`src/rtl/int16_op_sequencer.sv`:
```
// Issue stage for the 16-bit integer units: accepts one op, enables the selected
// unit, waits for done (with timeout), and holds the result on a valid/ready output.
module int16_op_sequencer #(
  parameter int unsigned TIMEOUT = 63
) (
  input  logic        clk,
  input  logic        rst,
  input  logic        in_valid,
  output logic        in_ready,
  input  logic [1:0]  in_op,
  input  logic [15:0] in_a,
  input  logic [15:0] in_b,
  output logic [15:0] u_a,
  output logic [15:0] u_b,
  output logic        add_en,
  output logic        sub_en,
  output logic        mul_en,
  output logic        div_en,
  input  logic        add_done,
  input  logic        sub_done,
  input  logic        mul_done,
  input  logic        div_done,
  input  logic [15:0] add_out,
  input  logic [15:0] sub_out,
  input  logic [15:0] mul_out,
  input  logic [15:0] div_out,
  input  logic [15:0] div_rem,
  output logic        out_valid,
  input  logic        out_ready,
  output logic [15:0] out_res,
  output logic [15:0] out_rem,
  output logic        out_err,
  output logic        busy
);

  localparam int unsigned CW = $clog2(TIMEOUT + 1);
  localparam logic [1:0]  OP_DIV = 2'd3;

  typedef enum logic [2:0] {
    S_IDLE, S_EXEC, S_DIV_WAIT, S_DIV_SETTLE, S_OUT
  } state_e;

  state_e      state_q, state_d;
  logic [1:0]  op_q, op_d;
  logic [15:0] u_a_q, u_a_d, u_b_q, u_b_d;
  logic [15:0] res_q, res_d, rem_q, rem_d;
  logic        err_q, err_d;
  logic [CW-1:0] cnt_q, cnt_d;
  logic [3:0]  en_q, en_d;
  logic        valid_q, valid_d;
  logic        busy_q, busy_d;
  logic        sel_done;
  logic [15:0] sel_out;
  logic        timed_out;

  always_ff @(posedge clk) begin
    if (rst) begin
      state_q <= S_IDLE;
      op_q    <= '0;
      u_a_q   <= '0;
      u_b_q   <= '0;
      res_q   <= '0;
      rem_q   <= '0;
      err_q   <= 1'b0;
      cnt_q   <= '0;
      en_q    <= '0;
      valid_q <= 1'b0;
      busy_q  <= 1'b0;
    end else begin
      state_q <= state_d;
      op_q    <= op_d;
      u_a_q   <= u_a_d;
      u_b_q   <= u_b_d;
      res_q   <= res_d;
      rem_q   <= rem_d;
      err_q   <= err_d;
      cnt_q   <= cnt_d;
      en_q    <= en_d;
      valid_q <= valid_d;
      busy_q  <= busy_d;
    end
  end

  // Completion and result of the unit selected by the latched op
  always_comb begin
    sel_done = 1'b0;
    sel_out  = '0;
    case (op_q)
      2'd0: begin sel_done = add_done; sel_out = add_out; end
      2'd1: begin sel_done = sub_done; sel_out = sub_out; end
      2'd2: begin sel_done = mul_done; sel_out = mul_out; end
      2'd3: begin sel_done = div_done; sel_out = div_out; end
    endcase
  end

  assign timed_out = (cnt_q == CW'(TIMEOUT - 1));

  always_comb begin
    state_d = state_q;
    op_d    = op_q;
    u_a_d   = u_a_q;
    u_b_d   = u_b_q;
    res_d   = res_q;
    rem_d   = rem_q;
    err_d   = err_q;
    cnt_d   = cnt_q;
    en_d    = '0;
    case (state_q)
      S_IDLE: begin
        if (in_valid) begin
          op_d  = in_op;
          u_a_d = in_a;
          u_b_d = in_b;
          cnt_d = '0;
          if (in_op == OP_DIV && in_b == 16'h0000) begin
            res_d   = in_a[15] ? 16'h8000 : 16'h7FFF;
            rem_d   = in_a;
            err_d   = 1'b1;
            state_d = S_OUT;
          end else if (in_op == OP_DIV) begin
            state_d = S_DIV_WAIT;
          end else begin
            state_d = S_EXEC;
          end
        end
      end
      S_EXEC: begin
        if (sel_done) begin
          res_d   = sel_out;
          rem_d   = '0;
          err_d   = 1'b0;
          state_d = S_OUT;
        end else if (timed_out) begin
          res_d   = '0;
          rem_d   = '0;
          err_d   = 1'b1;
          state_d = S_OUT;
        end else begin
          cnt_d = cnt_q + CW'(1);
        end
      end
      // The divider's result is corrected on the done edge; capture one cycle later
      S_DIV_WAIT: begin
        if (div_done) begin
          state_d = S_DIV_SETTLE;
        end else if (timed_out) begin
          res_d   = '0;
          rem_d   = '0;
          err_d   = 1'b1;
          state_d = S_OUT;
        end else begin
          cnt_d = cnt_q + CW'(1);
        end
      end
      S_DIV_SETTLE: begin
        res_d   = div_out;
        rem_d   = div_rem;
        err_d   = 1'b0;
        state_d = S_OUT;
      end
      S_OUT: begin
        if (out_ready) state_d = S_IDLE;
      end
      default: state_d = S_IDLE;
    endcase

    if (state_d == S_EXEC) en_d = 4'b0001 << op_d;
    if (state_d == S_DIV_WAIT || state_d == S_DIV_SETTLE) en_d = 4'b1000;
    valid_d = (state_d == S_OUT);
    busy_d  = (state_d != S_IDLE);
  end

  assign in_ready  = (state_q == S_IDLE);
  assign u_a       = u_a_q;
  assign u_b       = u_b_q;
  assign add_en    = en_q[0];
  assign sub_en    = en_q[1];
  assign mul_en    = en_q[2];
  assign div_en    = en_q[3];
  assign out_valid = valid_q;
  assign out_res   = res_q;
  assign out_rem   = rem_q;
  assign out_err   = err_q;
  assign busy      = busy_q;

endmodule

```
`config.mk`:
```
export PLATFORM = sky130hd
export DESIGN_NAME = int16_op_sequencer
export DESIGN_NICKNAME = d
export VERILOG_FILES = /design/src/rtl/int16_op_sequencer.sv
export SDC_FILE = /design/constraint.sdc
export NUM_CORES = 1
export LEC_CHECK = 0
export ABC_CLOCK_PERIOD_IN_PS = 2700
export CAP_MARGIN = 40
export CORE_MARGIN = 1.5
export CORE_UTILIZATION = 30
export CTS_CLUSTER_DIAMETER = 60
export DETAILED_ROUTE_END_ITERATION = 8
export GPL_TIMING_DRIVEN = 0
export SLEW_MARGIN = 20
export SYNTH_ARGS = -nofsm -noshare
export SYNTH_HDL_FRONTEND = slang
export SYNTH_SLANG_ARGS = --single-unit
```
`constraint.sdc`:
```
create_clock -name clk -period 2.7 [get_ports clk]
set_input_delay 0.675 -clock clk [delete_from_list [all_inputs] [get_ports clk]]
set_output_delay 0.675 -clock clk [all_outputs]
set_load 0.005 [all_outputs]
```
==> results of run 1 <==
## through the flow
stage          setup slack (ns)  power, mW  area, um^2  utilization (%)  hold slack, ns
4_1_cts                  0.0227       3.89        6770             48.8           0.457
5_1_grt                 0.00442       4.06        6810             49.0           0.475
3_5_place_dp             -0.541       2.55        6420             46.2           0.443
6_report                  0.122       3.86        6810             49.0           0.455
2_1_floorplan             0.533       1.98        4270                -           0.450
3_3_place_gp             -0.457       2.53        6420             46.2           0.443
## layout make-up
cell class	instances	share of cell area [%]
clock buffers	13	4.12
flip-flops and latches	82	24.1
inverters	33	1.82
well taps	180	3.31
plain buffers	39	2.79
multi-input cells	317	34.6
repair buffers	195	28.6
clock inverters	3	0.662
## power by group through the flow
stage	clock network, mW	logic [mW]	registers (mW)
after detailed placement	0	1.14	1.42
after global routing	1.39	1.25	1.41
after CTS	1.35	1.15	1.39
after floorplan	0	0.561	1.42
after global placement	0	1.12	1.41
final	1.32	1.15	1.39
## worst register-to-register path, cell delays in order, from the launching register on
cell	delay [ns]
dfxtp_1	0.48
clkbuf_1	0.37
and2_1	0.24
clkbuf_1	0.45
clkbuf_1	0.41
a22oi_1	0.12
o32ai_1	0.15
## per-layer routing
metal	global-route usage [%]	vias up	wire length [um]	share of wire, %
met1	23.6	2091	6250	42
met4	6.10	0	354	2.4
met2	33.5	131	7130	48
li1	-	2152	-	-
met5	0	-	0	0
met3	5.53	23	1000	6.8
## state kept, by name (all words and copies together), names as in the netlist
register	count
out_res	16
out_err	1
en_q	4
u_b	16
out_rem	16
state_q	3
u_a	16
cnt_q	6
busy	1
out_valid	1
op_q	2
## worst paths after layout
check | startpoint | endpoint | slack, ns | cells past startpoint
worst max-delay path | state_q[1] | in_ready | 0.12 | 3
worst min-delay path | u_a[14] | u_a[14] | 0.45 | 2
worst max register to register | state_q[1] | out_rem[5] | 0.39 | 6
worst min register to register | u_a[14] | u_a[14] | 0.45 | 2
## cells by family after synthesis
family          share of synthesized area (%)
flops                                    38.4
mux                                      9.49
compound gates                           27.0
simple gates                             16.4
xor+xnor                                0.820
fa+ha+maj                               0.586
buf+inv                                  7.29
## what timing repair did
item,CTS,global route
pin swaps,0,2
buffers inserted,0,3
setup endpoints to repair,22,16
resized for setup,5,5
## synth_stat cells (8+ instances only)
master | count | share of area (%)
a211oi_1 | 16 | 2.8
a21oi_1 | 46 | 5.4
a22o_1 | 15 | 3.1
a22oi_1 | 16 | 2.8
buf_2 | 12 | 1.4
clkbuf_1 | 23 | 2.0
dfxtp_1 | 82 | 38
inv_1 | 33 | 2.9
mux4_2 | 17 | 9.0
nand2_1 | 76 | 6.7
nor3_1 | 17 | 2.0
o211ai_1 | 16 | 2.8
o32ai_1 | 9 | 1.8
o32ai_2 | 8 | 3.0
==> run metrics, run 1 <==
outcome=finished clean; TritonCTS clock tree=done; initial antenna violation count=0; Post-Syn Instances=471; GPL Wtd Cong=0.827; Worst-Margin Slew=0.649 ns; DRT Pass-1 Iters=4; # nets final=801; via/cell ratio=5.10; Yosys warnings=0; Post-Route WL=14.7 mm; Clk Latency, worst-skew pair=0.35 ns; max_cap viols=0; Sink Count=82; Worst Path Buf+Inv=2; Sw Pwr=1.09 mW; hold buffers post-CTS=0; skew final=0.0104 ns; Post-synth ARST share=0%; crit-path max cell delay=0.58 ns; WL/cell=17.1 um; Crit path max-delay family=buffers and inverters; Synth Net Count=595; CP Launch Type=flip-flop; Fillers=1335; Clock Path Buffers=2; Layout Area Growth over Synthesis=59.3%; placeable core area=0.0139 mm^2; ant diodes=0; grt ovf=0; CTS Buf Count=9; Slew Limit Fails=0; crit-path max FO=10; CP Class=flip-flop to output pin; final antenna-violating net count=0; Worst Setup End Kind=output pin; Comb pwr share=29.8%; critical path arrival=1.90 ns; Power Density=567 mW/mm^2; CP Data Required Time=2.03 ns; Final Hold Fails=0; I/O Pins=194; Seq/Total Area, Yosys=38.4%; Post-synth top flop=dfxtp_1; CP Cell Sequence=clkbuf_1 > nor3_2 > clkdlybuf4s50_1; slowest CP cell=clkdlybuf4s50_1; P_leak=2.32 nW; Synth Area per Inst=9.07 um^2; Tmin final=2.58 ns; unique cell type count in the Yosys netlist=54; H-tree levels=3; final critical-path share of the clock period=95.5%; first-pass GRT wire length=22.6 mm; Max VDD drop=0.000302 V; most common cell after layout, fill and taps aside=clkdlybuf4s50_1; Iter 0 DRT Violations=323; Clock power frac=34.1%; Internal Power=2.77 mW; FF+latch area=0.00164 mm^2; vias in the first global route=4408; most frequent cells in the layout=clkdlybuf4s50_1, dfxtp_1, nand2_1; Worst-path clk slew=0.06 ns; Synth Cell Area=0.00427 mm^2; Initial Util=30.8%; Max Clk Rate=388 MHz; area of the multi-input gates=0.00236 mm^2; via count=4397; Setup TNS=0 ns; Placed Cells=843; Reg power frac=36.1%; FP Rows=43; RSZ-0062 raised after global routing=no; Post-synth EDFFs=0; I/O Buffers=192; chip height=122 um; min-delay worst type=flip-flop to flip-flop; die width=122 um; switching share of power=28.3%; fin cells=862; total track usage=19.5%; Synth Register Bits=82; clk root buf=clkbuf_16; layout cell share with drive strength beyond 1=11.6%; slew margin rel.=56.7%; # setup viols final=0; largest net degree at the start of global routing=14; hpwl dp=11.5 mm; Residual DRC=0; DIE AREA=0.0150 mm^2
Power figures use the tool's default switching activity.
==> inputs of run 2 (changes only) <==
ABC_AREA = 1   (was not set)
GPL_ROUTABILITY_DRIVEN = 0   (was not set)
==> run metrics, run 2 <==
outcome=finished clean; Synth Net Count=905; # nets final=1108; Slew Limit Fails=0; TritonCTS clock tree=done; switching share of power=30.8%; Layout Area Growth over Synthesis=52.8%; chip height=129 um; Power Density=522 mW/mm^2; DIE AREA=0.0166 mm^2; grt ovf=0; layout cell share with drive strength beyond 1=6.27%; final critical-path share of the clock period=88.0%; Tmin final=2.38 ns; largest family of logic cells by synthesized area=simple AND/OR/NAND/NOR gates; WL/cell=14.1 um; Worst-path clk slew=0.07 ns; skew final=0.00766 ns; largest net degree at the start of global routing=16; I/O Buffers=192; slowest CP cell=clkdlybuf4s50_1; CTS Buf Count=9; Post-synth EDFFs=0; final antenna-violating net count=0; Clock power frac=35.5%; cell taking the most area after synthesis=dfxtp_1; Worst Setup End Kind=output pin; total track usage=20.6%; Sw Pwr=1.17 mW; CP Data Required Time=2.03 ns; hpwl dp=13.0 mm; CP Launch Type=flip-flop; Max VDD drop=0.000362 V; Internal Power=2.62 mW; CP Cell Sequence=nor2_2 > inv_2 > nor2_4 > clkdlybuf4s50_1; first-pass GRT wire length=26.8 mm; Synth Area per Inst=6.07 um^2; Setup WS pre-CTS=0.000981 ns; Initial Util=31.0%; Worst-Margin Slew=0.595 ns; Synth area leaders=dfxtp_1, nand2_1, nor2_1; I/O Pins=194; Post-Synth XOR/XNOR Area=0.554%; unique cell type count in the Yosys netlist=33; Final Hold Fails=0; DRT Pass-1 Iters=5; most numerous cell in the Yosys netlist=nand2_1; Post-Syn Instances=781; Post-synth ARST share=0%; FP Rows=45; Max Clk Rate=421 MHz; crit-path max FO=5; slew margin rel.=60.3%; min-delay worst type=flip-flop to flip-flop; area share of the largest cell type after synthesis=34.6%; Seq/Total Area, Yosys=34.6%; Synth Register Bits=82; simple-gate share of the synthesized area=40.7%; ant diodes=0; most common cell after layout, fill and taps aside=nand2_1; RSZ-0062 raised after global routing=no; critical path arrival=1.70 ns; die width=129 um; setup slack after layout=0.324 ns; Sink Count=82; # setup viols final=0; P_leak=3.06 nW; mux cell area share after synthesis=0%; post_cts resized=0; placeable core area=0.0153 mm^2; Post-synth top cells=nand2_1, nor2_1, dfxtp_1; Iter 0 DRT Violations=264; vias in the first global route=5296; Comb pwr share=27.9%; crit-path max cell delay=0.56 ns; adder-cell share of the synthesized area=0.528%; initial antenna violation count=0; CP Class=flip-flop to output pin; Post-synth top flop=dfxtp_1; Finished Core Util=47.3%; via/cell ratio=4.55; H-tree levels=3; Post-Route WL=16.9 mm; Residual DRC=0; Synth Cell Area=0.00474 mm^2; post-CTS setup buffer count=0; Yosys warnings=0; Register-to-Register Setup Slack=0.62 ns; via count=5461; Clock Path Buffers=2; Reg power frac=36.7%; clk root buf=clkbuf_16; Synth Area in Compound Gates=14.5%; most frequent cells in the layout=nand2_1, clkdlybuf4s50_1, nor2_1; hold buffers post-CTS=0; Clk Latency, worst-skew pair=0.35 ns; max_cap viols=0
[run 2: cell types whose count changed in the layout (fill, tap and decap cells not counted), moves of 17 or more]
cell     change
nor2_1      +92
nand3_1     +70
o21ai_0     +23
nand2_1    +204
inv_1       +20
a21oi_1     +25
mux4_2      -17
[run 2: metal layers]
| layer | share of wire (%) | track usage, % | up-vias | wire [um] |
|---|---|---|---|---|
| li1 | - | - | 2896 | - |
| met3 | 8.1 | 6.20 | 15 | 1370 |
| met5 | 0 | 0 | - | 0 |
| met1 | 47 | 27.1 | 2375 | 7970 |
| met4 | 1.3 | 5.09 | 0 | 222 |
| met2 | 43 | 33.0 | 175 | 7360 |
[run 2: cell type report]
type,instances,area (um^2)
plain buffers,39,200
multi-input cells,598,2670
repair buffers,192,1920
inverters,62,233
fillers,1611,8070
clock inverters,5,67.6
clock buffers,11,253
flip-flops and latches,82,1640
well taps,211,264
[run 2: critical path, delay by kind of cell, from the launching register on]
kind | cells | cell delay, ns
buffers and inverters | 2 | 0.64
DFF | 1 | 0.36
and+or+nand+nor | 2 | 0.36
[run 2: path summary, 6_finish.rpt]
path / from / end / cells past startpoint
max: state_q[1] / in_ready / 4
min: u_a[4] / u_a[4] / 2
max reg2reg: cnt_q[0] / busy / 10
min reg2reg: u_a[4] / u_a[4] / 2
[run 2: cell families (layout without fill, tap and decap cells)]
| family | Yosys count | count (layout) |
|---|---|---|
| simple gates | 470 | 470 |
| compound gates | 123 | 123 |
| buf+inv | 101 | 309 |
| flops | 82 | 82 |
| xor+xnor | 3 | 3 |
| fa+ha+maj | 2 | 2 |
[run 2: power groups by stage]
stage,combinational [mW],clock [mW],sequential (mW)
3_3_place_gp,1.06,0,1.41
2_1_floorplan,0.508,0,1.41
4_1_cts,1.07,1.37,1.39
5_1_grt,1.17,1.43,1.40
6_report,1.06,1.34,1.39
3_5_place_dp,1.06,0,1.41
[run 2: per-stage QoR]
stage	instance area (um^2)	hold slack [ns]	setup TNS (ns)	instances	power [mW]
3_3_place_gp	6930	0.452	-0.0584	1184	2.47
4_1_cts	7250	0.467	0	1200	3.82
3_5_place_dp	6930	0.456	0	1184	2.47
2_1_floorplan	4740	0.460	0	781	1.92
6_report	7250	0.464	0	1200	3.79
5_1_grt	7250	0.483	0	1200	4.01
==> variant, RTL diff (settings of run 1) <==
Set the parameter `TIMEOUT` to 126 (it was 63).
--- a/src/rtl/int16_op_sequencer.sv
+++ b/src/rtl/int16_op_sequencer.sv
@@ -1,7 +1,7 @@
 // Issue stage for the 16-bit integer units: accepts one op, enables the selected
 // unit, waits for done (with timeout), and holds the result on a valid/ready output.
 module int16_op_sequencer #(
-  parameter int unsigned TIMEOUT = 63
+  parameter int unsigned TIMEOUT = 126
 ) (
   input  logic        clk,
   input  logic        rst,
Function: no difference found for any inputs over 4 cycles, from zero or initial values and one cycle with rst high; that may be too few to reach the edited logic, so the function may still have changed.
==> variant against run 1 <==
- total power increased by 5.2%
- sequential cell count increased by 1
- synthesized area decreased by 0.79%
- critical path type is now input pin to register
- first-iteration DRC count decreased by 7.1%
- wire length increased by 1.2%
- setup slack got worse by 43 ps
- cell area increased by 0.68%
==> variant: results (changes against run 1) <==
[worst_hold_path]
holdCritPathClass = register to register
min_path_cells = 2  ; unchanged
hp-start = out_res[4]$_SDFFE_PP0P_
hold-path-endpoint = out_res[4]$_SDFFE_PP0P_

[place]
io_buffers = 193  ; +0.52%
routabilityCongestion = 0.864  ; +4.4%
hpwl_um = 11500  ; -0.35%
pre_cts_slack_ps = -565  ; -24.5 ps
place_area_um2 = 6390  ; -0.37%

[worst_setup_path]
cp_max_fo = 10  ; unchanged
crit_type = input pin to register
rr_endpoint = out_res[11]$_SDFFE_PP0P_
r2r-start = cnt_q[1]$_SDFFE_PP0P_
cp-startpoint = div_done
ff2ff_setup_slack_ps = 370  ; -20 ps
r2r_cells = 8  ; +2
cp-endpoint = out_res[9]$_SDFFE_PP0P_

[clock_tree]
hold_buffers = 0  ; unchanged
cts-root-buf = clkbuf_16
worstSkewPairLatency_ps = 350  ; about the same
cts_inserted_buffers = 9  ; unchanged
cts.clk_slew.worst_paths_ps = 60  ; about the same
htree_levels = 3  ; unchanged

[grt]
antenna_found_initial = 0  ; unchanged
use_met3_pct = 3.37  ; -2.2 points
use_met1_pct = 25.3  ; +1.7 points
groute.layer.met2.usage_pct = 34.5  ; +1.0 points
grt_max_degree = 16  ; +2
grtUsageTotal_pct = 20.3  ; +0.79 points
grt_pass1_wl_um = 23400  ; +3.7%
grt_pass1_vias = 4536  ; +2.9%

[route]
route.met3.wl_um = 632  ; -37%
drt-met1-wl_um = 6390  ; +2.2%
route.met2.wl_um = 7490  ; +5.1%
drtIter0Drc = 300  ; -7.1%
first_pass_iters = 4  ; unchanged
routed_via_density = 5.17  ; +1.3%
drt-total-wl_um = 14900  ; +1.2%

[power_and_ir_drop]
leakagePower_nw = 2.38  ; +2.7%
ir_worst_vdd_uv = 288  ; -4.6%
switching_share_pct = 29.7  ; +1.4 points

[sta]
finalCritPeriodShare_pct = 97.1  ; +1.6 points
setup_tns_ps = 0  ; unchanged
clock_skew_ps = 7.75  ; -2.67 ps
worst_slew_pin_slew_ps = 605  ; -44.1 ps
fin_hold_ws_ps = 457  ; +1.72 ps

[final_layout]
diodes = 0  ; unchanged
final_nets = 804  ; +0.37%
drive_gt1_share_pct = 10.8  ; -0.78 points

[synth]
ys_top_cells_by_area = dfxtp_1 39%, mux4_2 7.4%, nand2_1 6.6%
yosysUniqueCellTypes = 60  ; +11%
synth_fp_nets = 596  ; +0.17%
yosysWarnings = 0  ; unchanged
synthArstFlopShare_pct = 0  ; unchanged
ys_top_cells_by_count = 83 x dfxtp_1, 74 x nand2_1, 39 x a21oi_1, 37 x inv_1, 19 x clkbuf_1
yosysSeqAreaShare_pct = 39.2  ; +0.78 points

[run_status]
status = completed

## variant: layout make-up
class | count | area (µm²)
flip-flops and latches | 83 | 1660
clock inverters | 7 | 100
clock buffers | 9 | 225
plain buffers | 41 | 198
multi-input cells | 310 | 2340
fillers | 1298 | 6970
well taps | 180 | 225
repair buffers | 197 | 1960
inverters | 38 | 143
## variant: timing repair
item                       CTS  global route
pin swaps                    1             3
gates resized for setup      6            11
buffers inserted             0             4
hold endpoints to repair     0             0
setup endpoints to repair   19            26
## variant: worst max-delay path, stage by stage
cell             delay [ps]
clkdlybuf4s50_1         580
mux4_2                  290
nor4b_4                 430
buf_2                   320
a22o_1                  190
o211ai_1                110
a211oi_1                280
## variant: cells by family after synthesis
| family | after synthesis | synth area share (%) |
|---|---|---|
| buf+inv | 79 | 8.00 |
| flops | 83 | 39.2 |
| simple gates | 142 | 16.8 |
| compound gates | 142 | 24.4 |
| xor+xnor | 1 | 0.207 |
| fa+ha+maj | 2 | 0.590 |
| mux | 23 | 10.7 |
## variant: metrics by stage
step,std cells,util [%]
6_report,865,49.6
5_1_grt,865,49.6
4_1_cts,861,48.8
3_5_place_dp,845,46.2
3_3_place_gp,845,46.2
2_1_floorplan,472,-
## variant: power by group through the flow
| stage | combinational [mW] | clock, mW | sequential, mW |
|---|---|---|---|
| final | 1.28 | 1.35 | 1.43 |
| after global routing | 1.39 | 1.43 | 1.44 |
| after floorplan | 0.611 | 0 | 1.46 |
| after CTS | 1.26 | 1.38 | 1.43 |
| after global placement | 1.22 | 0 | 1.45 |
| after detailed placement | 1.24 | 0 | 1.45 |
